File: src/rtl/roll_sequencer.sv
`default_nettype none
// ============================================================================
// Module      : roll_sequencer
// Description : Sequences one dice roll. A press latches the die type and
//               loads its maximum face; holding the button spins a BCD
//               down-counter every cycle; release starts a decelerating
//               settle on the 32 Hz tick (step k waits k ticks); the result
//               is then shown until a timeout blanks the display.
// Ports       : clk          system clock (32768 Hz)
//               rst_n        asynchronous active-low reset
//               i_tick       one-cycle 32 Hz pulse from the prescaler
//               i_btn[6:0]   debounced buttons D4,D6,D8,D10,D12,D20,D100
//               o_digit10    BCD tens digit of the current value
//               o_digit1     BCD units digit of the current value
//               o_die_sel    index 0..6 of the latched die
//               o_blank      1 = display off
//               o_busy       1 while rolling or settling
//               o_roll_done  one-cycle pulse on entry to the show phase
// Revision    : 1.0 - initial release
// ============================================================================
module roll_sequencer #(
  parameter int SETTLE_STEPS = 6,
  parameter int SHOW_TICKS   = 320
) (
  input  logic       clk,
  input  logic       rst_n,
  input  logic       i_tick,
  input  logic [6:0] i_btn,
  output logic [3:0] o_digit10,
  output logic [3:0] o_digit1,
  output logic [2:0] o_die_sel,
  output logic       o_blank,
  output logic       o_busy,
  output logic       o_roll_done
);

  localparam int KW = $clog2(SETTLE_STEPS + 1);
  localparam int SW = $clog2(SHOW_TICKS + 1);
  localparam logic [KW-1:0] c_k_last    = KW'(SETTLE_STEPS);
  localparam logic [SW-1:0] c_show_last = SW'(SHOW_TICKS);
  localparam logic [2:0]    c_die_d100  = 3'd6;

  typedef enum logic [1:0] {
    S_SLEEP   = 2'd0,
    S_ROLLING = 2'd1,
    S_SETTLE  = 2'd2,
    S_SHOW    = 2'd3
  } state_t;

  state_t        r_state, w_state_nxt;
  logic [3:0]    r_d10, r_d1, w_d10_nxt, w_d1_nxt;
  logic [2:0]    r_die, w_die_nxt;
  logic [KW-1:0] r_k, w_k_nxt, r_tcnt, w_tcnt_nxt, w_tcnt_inc;
  logic [SW-1:0] r_scnt, w_scnt_nxt, w_scnt_inc;
  logic          r_done, w_done_nxt;
  logic [2:0]    w_lsb;
  logic [7:0]    w_load;
  logic [3:0]    w_step_d10, w_step_d1;
  logic          w_press;

  // Maximum face of each die in BCD; D100 loads 00, which stands for 100.
  function automatic logic [7:0] n_bcd(input logic [2:0] d);
    case (d)
      3'd0:    n_bcd = 8'h04;
      3'd1:    n_bcd = 8'h06;
      3'd2:    n_bcd = 8'h08;
      3'd3:    n_bcd = 8'h10;
      3'd4:    n_bcd = 8'h12;
      3'd5:    n_bcd = 8'h20;
      default: n_bcd = 8'h00;
    endcase
  endfunction

  assign w_press    = |i_btn;
  assign w_tcnt_inc = r_tcnt + 1'b1;
  assign w_scnt_inc = r_scnt + 1'b1;

  // Lowest set button wins when several are pressed together.
  always_comb begin
    w_lsb = 3'd0;
    for (int i = 6; i >= 0; i--) begin
      if (i_btn[i]) w_lsb = 3'(i);
    end
  end

  assign w_load = n_bcd(w_lsb);

  // One BCD decrement step. Ranged dice wrap 01 -> N; D100 wraps 00 -> 99.
  always_comb begin
    w_step_d10 = r_d10;
    w_step_d1  = r_d1;
    if (r_die == c_die_d100 && r_d10 == 4'd0 && r_d1 == 4'd0) begin
      w_step_d10 = 4'd9;
      w_step_d1  = 4'd9;
    end else if (r_die != c_die_d100 && r_d10 == 4'd0 && r_d1 == 4'd1) begin
      {w_step_d10, w_step_d1} = n_bcd(r_die);
    end else if (r_d1 == 4'd0) begin
      w_step_d1  = 4'd9;
      w_step_d10 = r_d10 - 4'd1;
    end else begin
      w_step_d1  = r_d1 - 4'd1;
    end
  end

  always_comb begin
    w_state_nxt = r_state;
    w_d10_nxt   = r_d10;
    w_d1_nxt    = r_d1;
    w_die_nxt   = r_die;
    w_k_nxt     = r_k;
    w_tcnt_nxt  = r_tcnt;
    w_scnt_nxt  = r_scnt;
    w_done_nxt  = 1'b0;
    o_blank     = 1'b1;
    o_busy      = 1'b0;
    case (r_state)
      S_SLEEP: begin
        if (w_press) begin
          w_state_nxt           = S_ROLLING;
          w_die_nxt             = w_lsb;
          {w_d10_nxt, w_d1_nxt} = w_load;
        end
      end
      S_ROLLING: begin
        o_busy = 1'b1;
        if (w_press) begin
          w_d10_nxt = w_step_d10;
          w_d1_nxt  = w_step_d1;
        end else begin
          w_state_nxt = S_SETTLE;
          w_k_nxt     = KW'(1);
          w_tcnt_nxt  = '0;
        end
      end
      S_SETTLE: begin
        o_blank = 1'b0;
        o_busy  = 1'b1;
        if (i_tick) begin
          if (w_tcnt_inc == r_k) begin
            w_d10_nxt  = w_step_d10;
            w_d1_nxt   = w_step_d1;
            w_tcnt_nxt = '0;
            if (r_k == c_k_last) begin
              w_state_nxt = S_SHOW;
              w_done_nxt  = 1'b1;
              w_scnt_nxt  = '0;
              w_k_nxt     = '0;
            end else begin
              w_k_nxt = r_k + 1'b1;
            end
          end else begin
            w_tcnt_nxt = w_tcnt_inc;
          end
        end
      end
      S_SHOW: begin
        o_blank = 1'b0;
        // A new press outranks a timeout landing in the same cycle.
        if (w_press) begin
          w_state_nxt           = S_ROLLING;
          w_die_nxt             = w_lsb;
          {w_d10_nxt, w_d1_nxt} = w_load;
        end else if (i_tick) begin
          if (w_scnt_inc == c_show_last) begin
            w_state_nxt = S_SLEEP;
            w_scnt_nxt  = '0;
          end else begin
            w_scnt_nxt = w_scnt_inc;
          end
        end
      end
      default: w_state_nxt = S_SLEEP;
    endcase
  end

  always_ff @(posedge clk or negedge rst_n) begin
    if (!rst_n) begin
      r_state <= S_SLEEP;
      r_d10   <= 4'd0;
      r_d1    <= 4'd1;
      r_die   <= 3'd0;
      r_k     <= '0;
      r_tcnt  <= '0;
      r_scnt  <= '0;
      r_done  <= 1'b0;
    end else begin
      r_state <= w_state_nxt;
      r_d10   <= w_d10_nxt;
      r_d1    <= w_d1_nxt;
      r_die   <= w_die_nxt;
      r_k     <= w_k_nxt;
      r_tcnt  <= w_tcnt_nxt;
      r_scnt  <= w_scnt_nxt;
      r_done  <= w_done_nxt;
    end
  end

  assign o_digit10   = r_d10;
  assign o_digit1    = r_d1;
  assign o_die_sel   = r_die;
  assign o_roll_done = r_done;

endmodule
`default_nettype wire

File: config.mk
export PLATFORM = sky130hd
export DESIGN_NAME = roll_sequencer
export DESIGN_NICKNAME = d
export VERILOG_FILES = /design/src/rtl/roll_sequencer.sv
export SDC_FILE = /design/constraint.sdc
export NUM_CORES = 1
export LEC_CHECK = 0
export CORE_ASPECT_RATIO = 1.2
export CORE_MARGIN = 1
export CORE_UTILIZATION = 51
export CTS_CLUSTER_SIZE = 30
export DETAILED_ROUTE_END_ITERATION = 8
export GPL_TIMING_DRIVEN = 0
export MAX_ROUTING_LAYER = met4
export PLACE_DENSITY = 0.76
export SYNTH_ARGS = -nofsm -noshare
export SYNTH_HDL_FRONTEND = slang
export SYNTH_SLANG_ARGS = --single-unit
File: constraint.sdc
create_clock -name clk -period 2.3 [get_ports clk]
set_clock_uncertainty 0.15 [all_clocks]
set_input_delay 0.345 -clock clk [delete_from_list [all_inputs] [get_ports clk]]
set_output_delay 0.345 -clock clk [all_outputs]
set_load 0.005 [all_outputs]
==> results of run 1 <==
## through the flow
stage	std cells	hold slack, ns
final	344	-0.05659
after global routing	344	0.001768
after CTS	331	0.3542
after detailed placement	317	0.3413
after global placement	317	0.3415
after floorplan	240	-0.1006
## cell type report
class / count / area (µm²)
multi-input cells: 189 / 1431
fillers: 322 / 1166
flip-flops and latches: 29 / 726.9
repair buffers: 43 / 400.4
clock buffers: 7 / 96.34
well taps: 54 / 67.56
inverters: 15 / 60.06
plain buffers: 6 / 50.05
clock inverters: 1 / 5.005
## per-layer routing
layer / wire length, µm / vias to the layer above
met1: 2302 / 999
met3: 200 / 11
met4: 107 / 0
li1: - / 1000
met5: 0 / -
met2: 3014 / 50
## cell usage in the layout, fill, tap and decap left out, types with 3 or more instances in the layout
master | netlist | routed
buf_6 | 1 | 5
o21ai_1 | 8 | 10
nor3_1 | 6 | 6
nand3_1 | 5 | 5
clkbuf_8 | 0 | 7
dfrtp_1 | 28 | 28
clkdlybuf4s50_1 | 0 | 20
mux2i_1 | 5 | 5
and3_1 | 5 | 4
o211ai_1 | 3 | 3
nor4_1 | 5 | 5
o21ai_0 | 16 | 14
ha_1 | 8 | 4
nand4_1 | 4 | 4
nand2_1 | 21 | 21
a21oi_1 | 13 | 13
o22ai_1 | 6 | 6
nor2_1 | 19 | 18
inv_1 | 15 | 12
nand2b_1 | 9 | 9
buf_4 | 0 | 16
## power breakdown
part	internal, W	switching, W	total (W)	leakage [nW]
clock network	0.000270	0.000198	0.000468	0.0542
registers	0.000691	0.000199	0.000889	0.376
logic	0.00145	0.00146	0.00290	0.727
total	0.00241	0.00185	0.00426	1.16
## cell families after synthesis
kind of cell / synth area share
buffers and inverters: 0.04357
xor gates and xnor gates: 0.02382
adders and majority gates: 0.04649
and+or+nand+nor: 0.2493
muxes: 0.03370
DFF: 0.3376
AOI/OAI and AO/OA: 0.2656
## worst min path at each step
stage                         endpoint  depth (start not counted)  slack (ns)      start
after floorplan           o_die_sel[0]                          0       -0.10      rst_n
final                     o_die_sel[1]                          1       -0.06      rst_n
after global routing       o_digit1[2]                          1       0.002      rst_n
after CTS                    r_tcnt[1]                          2        0.35  r_tcnt[1]
after global placement       r_tcnt[1]                          2        0.34  r_tcnt[1]
after detailed placement     r_tcnt[1]                          2        0.34  r_tcnt[1]
## worst max-delay path, cell delays in order (launching register included)
cell     delay [ns]
dfrtp_1        0.43
buf_4          0.16
buf_4          0.13
xnor2_1        0.53
o31ai_4        0.17
buf_6          0.16
buf_4          0.12
or2_1          0.25
o21ai_1        0.18
## sequential cells by signal (all words and copies together) (netlist names)
| register | cells |
|---|---|
| o_digit10 | 4 |
| r_scnt | 9 |
| r_k | 3 |
| r_tcnt | 3 |
| o_die_sel | 3 |
| r_state | 2 |
| o_roll_done | 1 |
| o_digit1 | 4 |
## what timing repair did
action	CTS	global route
pin swaps	5	13
endpoints found under the hold margin	0	0
setup endpoints to repair	19	15
gates cloned	0	0
resized for setup	11	23
setup buffers	7	13
==> impl_results.md, run 1 <==
- Max Fclk: about 420 MHz
- DRT Wirelength: 5623 µm
- Routability cong.: 0.9252
- Via-to-Cell Ratio: 5.988
- Fin Setup TNS: -0.07110 ns
- Die X: 61.32 µm
- Global route overflow: 0
- Mapped Avg Cell Area: 8.972 µm²
- Antenna diodes: 0
- DRT Pass-1 Iters: 4
- Via count: 2060
- Worst slew pin tran: 0.6694 ns
- Area leader, netlist: dfrtp_1
- Post-synth EDFFs: 0
- Nets: 307
- Predominant post-synthesis flop cell: dfrtp_1
- CTS buffer count: 5
- Design Area, Final: 2838 µm²
- Violated checks: negative hold slack, negative setup slack
- Leakage: around 1.2 nW
- Terminus of the critical flop-to-flop path: r_tcnt[2]
- Top-area cell type share of the netlist area: 0.3254
- Maximum number of pins on one net before global-route repair: 30
- RSZ-0062 raised after global routing: yes
- Synth cell types: 61
- Num rows: 25
- Dpl cell area: ~2500 µm²
- Syn Std Cell Area: 2153 µm²
- Min-delay worst type: in -> async
- R2r startpoint: r_tcnt[0]
- Reg-to-reg slack, setup: -0.07 ns
- IO buf count: 23
- Ys async rst share: 1.000
- Final Setup Violations: 1
- Startpoint Class: register
- Top cells by count, synth: 28 x dfrtp_1, 21 x nand2_1, 19 x nor2_1
- Die height: 73.18 µm
- IO Pins: 24
- Worst-case clock buffer depth: 2
- Total power: 0.004261 W
- Peak supply drop: 0.7758 mV
- CTS tree: yes
- CP Max Fanout: 4
- Post-Route Utilization: 0.7088
- Pwr Density: 1502 nW/µm²
- Met2 Track Usage GR: 0.4493
- Worst Setup End Kind: register
- CP Launch Point: r_tcnt[0]
- First-pass GRT wire length: 8321 µm
- Max Cap Viol: 0
- Drc violations: 0
- Max-slew headroom: 0.5505
- Arrival time worst endpoint: 2.42 ns
- Number of global-route vias before repair: around 2000
- H-tree levels: 2
- DR iter-0 viols: 140
- Syn_nets: ~260
- Syn Inst Count: 240
- Most used routing layer: met2
- Fin crit share: 1.031
- Worst setup endpoint: r_tcnt[2]
- Crit path kind: reg -> reg
- Cells on worst reg2reg path: 8
- WHS: -0.05659 ns
- Clk sinks: 29
- Final Critical Period: 2.371 ns
- Gr usage total: 0.2529
- Hold Buf Count CTS: 0
- Count of final max-slew check failures: 0
- Starting Density: 0.5378
- Crit path required time: 2.35 ns
- Root buffer cell: clkbuf_8
- Area delta synth->final: 31.78%
- FF+latch count, synth: 29
- Clock Latency Late Sink: 0.28 ns
- Clk pin slew, worst setup/hold paths: 0.07 ns
- ANT nets after route: 0
- Register area share after synthesis: 0.3376
- Hpwl dp: 3569 µm
- Final hold vios: 28
- YS warnings: 0
- Count leader, synth: dfrtp_1
- Status: complete, but fails checks
- Initial antenna violation count: 0
- DR WL/cell: 16.35 µm
- M1 GR Usage: 0.2790
- Core footprint: 4004 µm²
- Post-route setup slack: -0.07110 ns
- Post-place setup slack: -0.3716 ns
- Share of cells above drive strength 1: 0.2276
- Top post-synthesis cells by area: dfrtp_1 33%, ha_1 4.6%, o21ai_0 3.7%
- GR Layer Usage met3: 0.03901
- Die area: 4487 µm²
(Power assumes the default switching activity.)
==> run 2: changes to the inputs <==
==> config.mk (replaced) <==
export PLATFORM = sky130hd
export DESIGN_NAME = roll_sequencer
export DESIGN_NICKNAME = d
export VERILOG_FILES = /design/src/rtl/roll_sequencer.sv
export SDC_FILE = /design/constraint.sdc
export NUM_CORES = 1
export LEC_CHECK = 0
export CELL_PAD_IN_SITES_DETAIL_PLACEMENT = 1
export CELL_PAD_IN_SITES_GLOBAL_PLACEMENT = 1
export CORE_ASPECT_RATIO = 1.2
export CORE_MARGIN = 2
export CORE_UTILIZATION = 39
export CTS_CLUSTER_SIZE = 30
export DETAILED_ROUTE_END_ITERATION = 8
export GPL_TIMING_DRIVEN = 0
export MAX_ROUTING_LAYER = met4
export PLACE_DENSITY_LB_ADDON = 0.1
export SYNTH_ARGS = -nofsm -noshare
export SYNTH_HDL_FRONTEND = slang
export SYNTH_SLANG_ARGS = --single-unit
==> run 2 against run 1 <==
Net effect: the run ends with negative setup slack left; setup slack improved by 0.062 ns; critical endpoint is now o_digit10[2]; wire length increased by 3.8%; highest routed layer unchanged; sequential share of layout area up 0.70 points; via count shrank 3.5%; global-route usage down 3.9 points; die area up 37%.
==> impl_results.md, run 2 (same netlist as run 1, synthesis figures left out) <==
- ANT nets after route: 0
- Worst-case clock buffer depth: 2
- Fillers: 615
- DR WL/cell: 16.72 µm
- Clk sinks: 29
- Max-slew headroom: 0.5372
- Num rows: 29
- Terminus of the critical flop-to-flop path: o_digit10[2]
- First-pass GRT wire length: ~10000 µm
- Gr usage total: 0.2140
- Final cell count without fillers: 349
- Hold Path Sink: r_tcnt[0]
- Count of final max-slew check failures: 0
- Startpoint Class: register
- DRT Wirelength: 5835 µm
- R2r startpoint: o_digit10[0]
- Fin crit share: 1.004
- Drc violations: 0
- CP max-delay cell: or4b_4
- Min-delay worst type: reg -> reg
- Pwr Density: ~1500 nW/µm²
- WHS: 0.3438 ns
- Leakage: between 1 and 1.5 nW
- Via-to-Cell Ratio: ~5.7
- WHS Path Cells: 1
- Via count: around 2000
- CP cell instances: inv_2 > ha_4 > or4b_4 > o31ai_4 > o2111ai_4 > o21bai_1 > a21o_1
- CP peak stage delay: 0.49 ns
- Area delta synth->final: 28.30%
- Max Fclk: ~430 MHz
- Die X: 71.83 µm
- Antenna diodes: 0
- Die area: 6134 µm²
- Crit path required time: approximately 2.3 ns
- CTS tree: yes
- Most frequent cells in the layout: 28 x dfrtp_1, 20 x nand2_1, 19 x nor2_1
- Post-route setup slack: -0.009293 ns
- Initial antenna violation count: 0
- Max FFs per register: 9
- Share of cells above drive strength 1: 0.2021
- Hold path startpoint: r_tcnt[0]
- Global route overflow: 0
- CP Max Fanout: 6
- Crit path kind: reg -> reg
- Peak supply drop: 0.5085 mV
- Final Setup Violations: 1
- Arrival time worst endpoint: 2.34 ns
- DR iter-0 viols: 54
- Commonest non-fill, non-tap cell in the layout: dfrtp_1
- IO buf count: 23
- Status: complete, but fails checks
- Post-Route Utilization: 0.5215
- Number of global-route vias before repair: 2100
- RSZ-0062 raised after global routing: yes
- Nets: 304
- Final Critical Period: 2.309 ns
- Worst slew pin tran: 0.6942 ns
- Reg-to-reg slack, setup: -0.009 ns
- Final hold vios: 0
- Hpwl dp: 4290 µm
- CTS buffer count: 5
- Register area: between 700 and 800 µm²
- Routability cong.: 0.8206
- Clk pin slew, worst setup/hold paths: 0.07 ns
- Violated checks: negative setup slack
- IO Pins: 24
- Largest reg by FF count: r_scnt
- Worst Setup End Kind: register
- Clock Latency Late Sink: 0.28 ns
- Max Cap Viol: 0
- Core footprint: 5298 µm²
- Maximum number of pins on one net before global-route repair: 30
- Placed Cells: ~330
- Area of the multi-input gates: roughly 1400 µm²
- DRT Pass-1 Iters: 4
- Cells on worst reg2reg path: 7
- H-tree levels: 2
- Starting Density: 0.4065
- Die height: between 80 and 90 µm
- Root buffer cell: clkbuf_8
run 2: cell types whose count changed in the layout (fill, tap and decap cells not counted), sizes merged:
cell | before | now
buf | 24 | 19
clkbuf | 10 | 11
clkdlybuf4s50 | 20 | 18
dlygate4sd3 | 0 | 1
dlymetal6s2s | 1 | 3
run 2: repair_timing:
action	in CTS	in global routing
hold buffers	1	0
endpoints found under the setup margin	21	18
hold endpoints to repair	28	0
setup buffers	12	4
pin swaps	5	4
resized for setup	12	10
run 2: area by class of cell:
class,instances,area share
clock inverters,1,0.001812
repair buffers,40,0.1322
clock buffers,7,0.03487
inverters,15,0.02174
multi-input cells,189,0.5027
plain buffers,6,0.01540
well taps,62,0.02808
flip-flops and latches,29,0.2631
run 2: worst max path at each step:
stage                  from            to  slack (ns)  cells after the start
3_3_place_gp       i_btn[0]     r_scnt[4]       -0.38                      7
4_1_cts            i_btn[3]        r_k[1]      -0.003                      7
5_1_grt          r_state[1]   o_digit1[3]       -0.11                      9
2_1_floorplan  o_digit10[0]  o_digit10[2]        0.09                      7
6_report       o_digit10[0]  o_digit10[2]      -0.009                      7
3_5_place_dp       i_btn[0]     r_scnt[7]       -0.39                      7
run 2: power by group:
part	leakage, nW	internal, W	total, W	switching (W)
Clock	0.0542	0.000270	0.000483	0.000213
Combinational	0.719	0.00132	0.00269	0.00137
Sequential	0.376	0.000691	0.000881	0.000190
Total	1.15	0.00228	0.00405	0.00177
run 2: layer usage:
layer / vias to the layer above / GRT usage / part of all wire
met3: 6 / 0.03207 / 0.020
met2: 20 / 0.3855 / 0.54
met4: 0 / 0.05489 / 0.011
met1: 976 / 0.2452 / 0.43
li1: 985 / - / -
met5: - / - / 0
run 2: through the flow:
step           area, µm²  worst slack, ns    TNS, ns  power [W]
4_1_cts             2708        -0.003486  -0.006849   0.003991
6_report            2763        -0.009293  -0.009293   0.004049
3_5_place_dp        2456          -0.3876     -6.748   0.003084
5_1_grt             2763          -0.1104    -0.4389   0.004385
3_3_place_gp        2461          -0.3834     -6.169   0.003019
2_1_floorplan       2153          0.08681          0   0.002367
run 2: critical path, delay by kind of cell (launching register included):
kind                     cells  cell delay [ns]
adder cells (fa/ha/maj)      1             0.13
flip-flops                   1             0.39
AND/OR/NAND/NOR              1             0.49
buffers and inverters        1             0.09
AO/OA/AOI/OAI                4             0.95
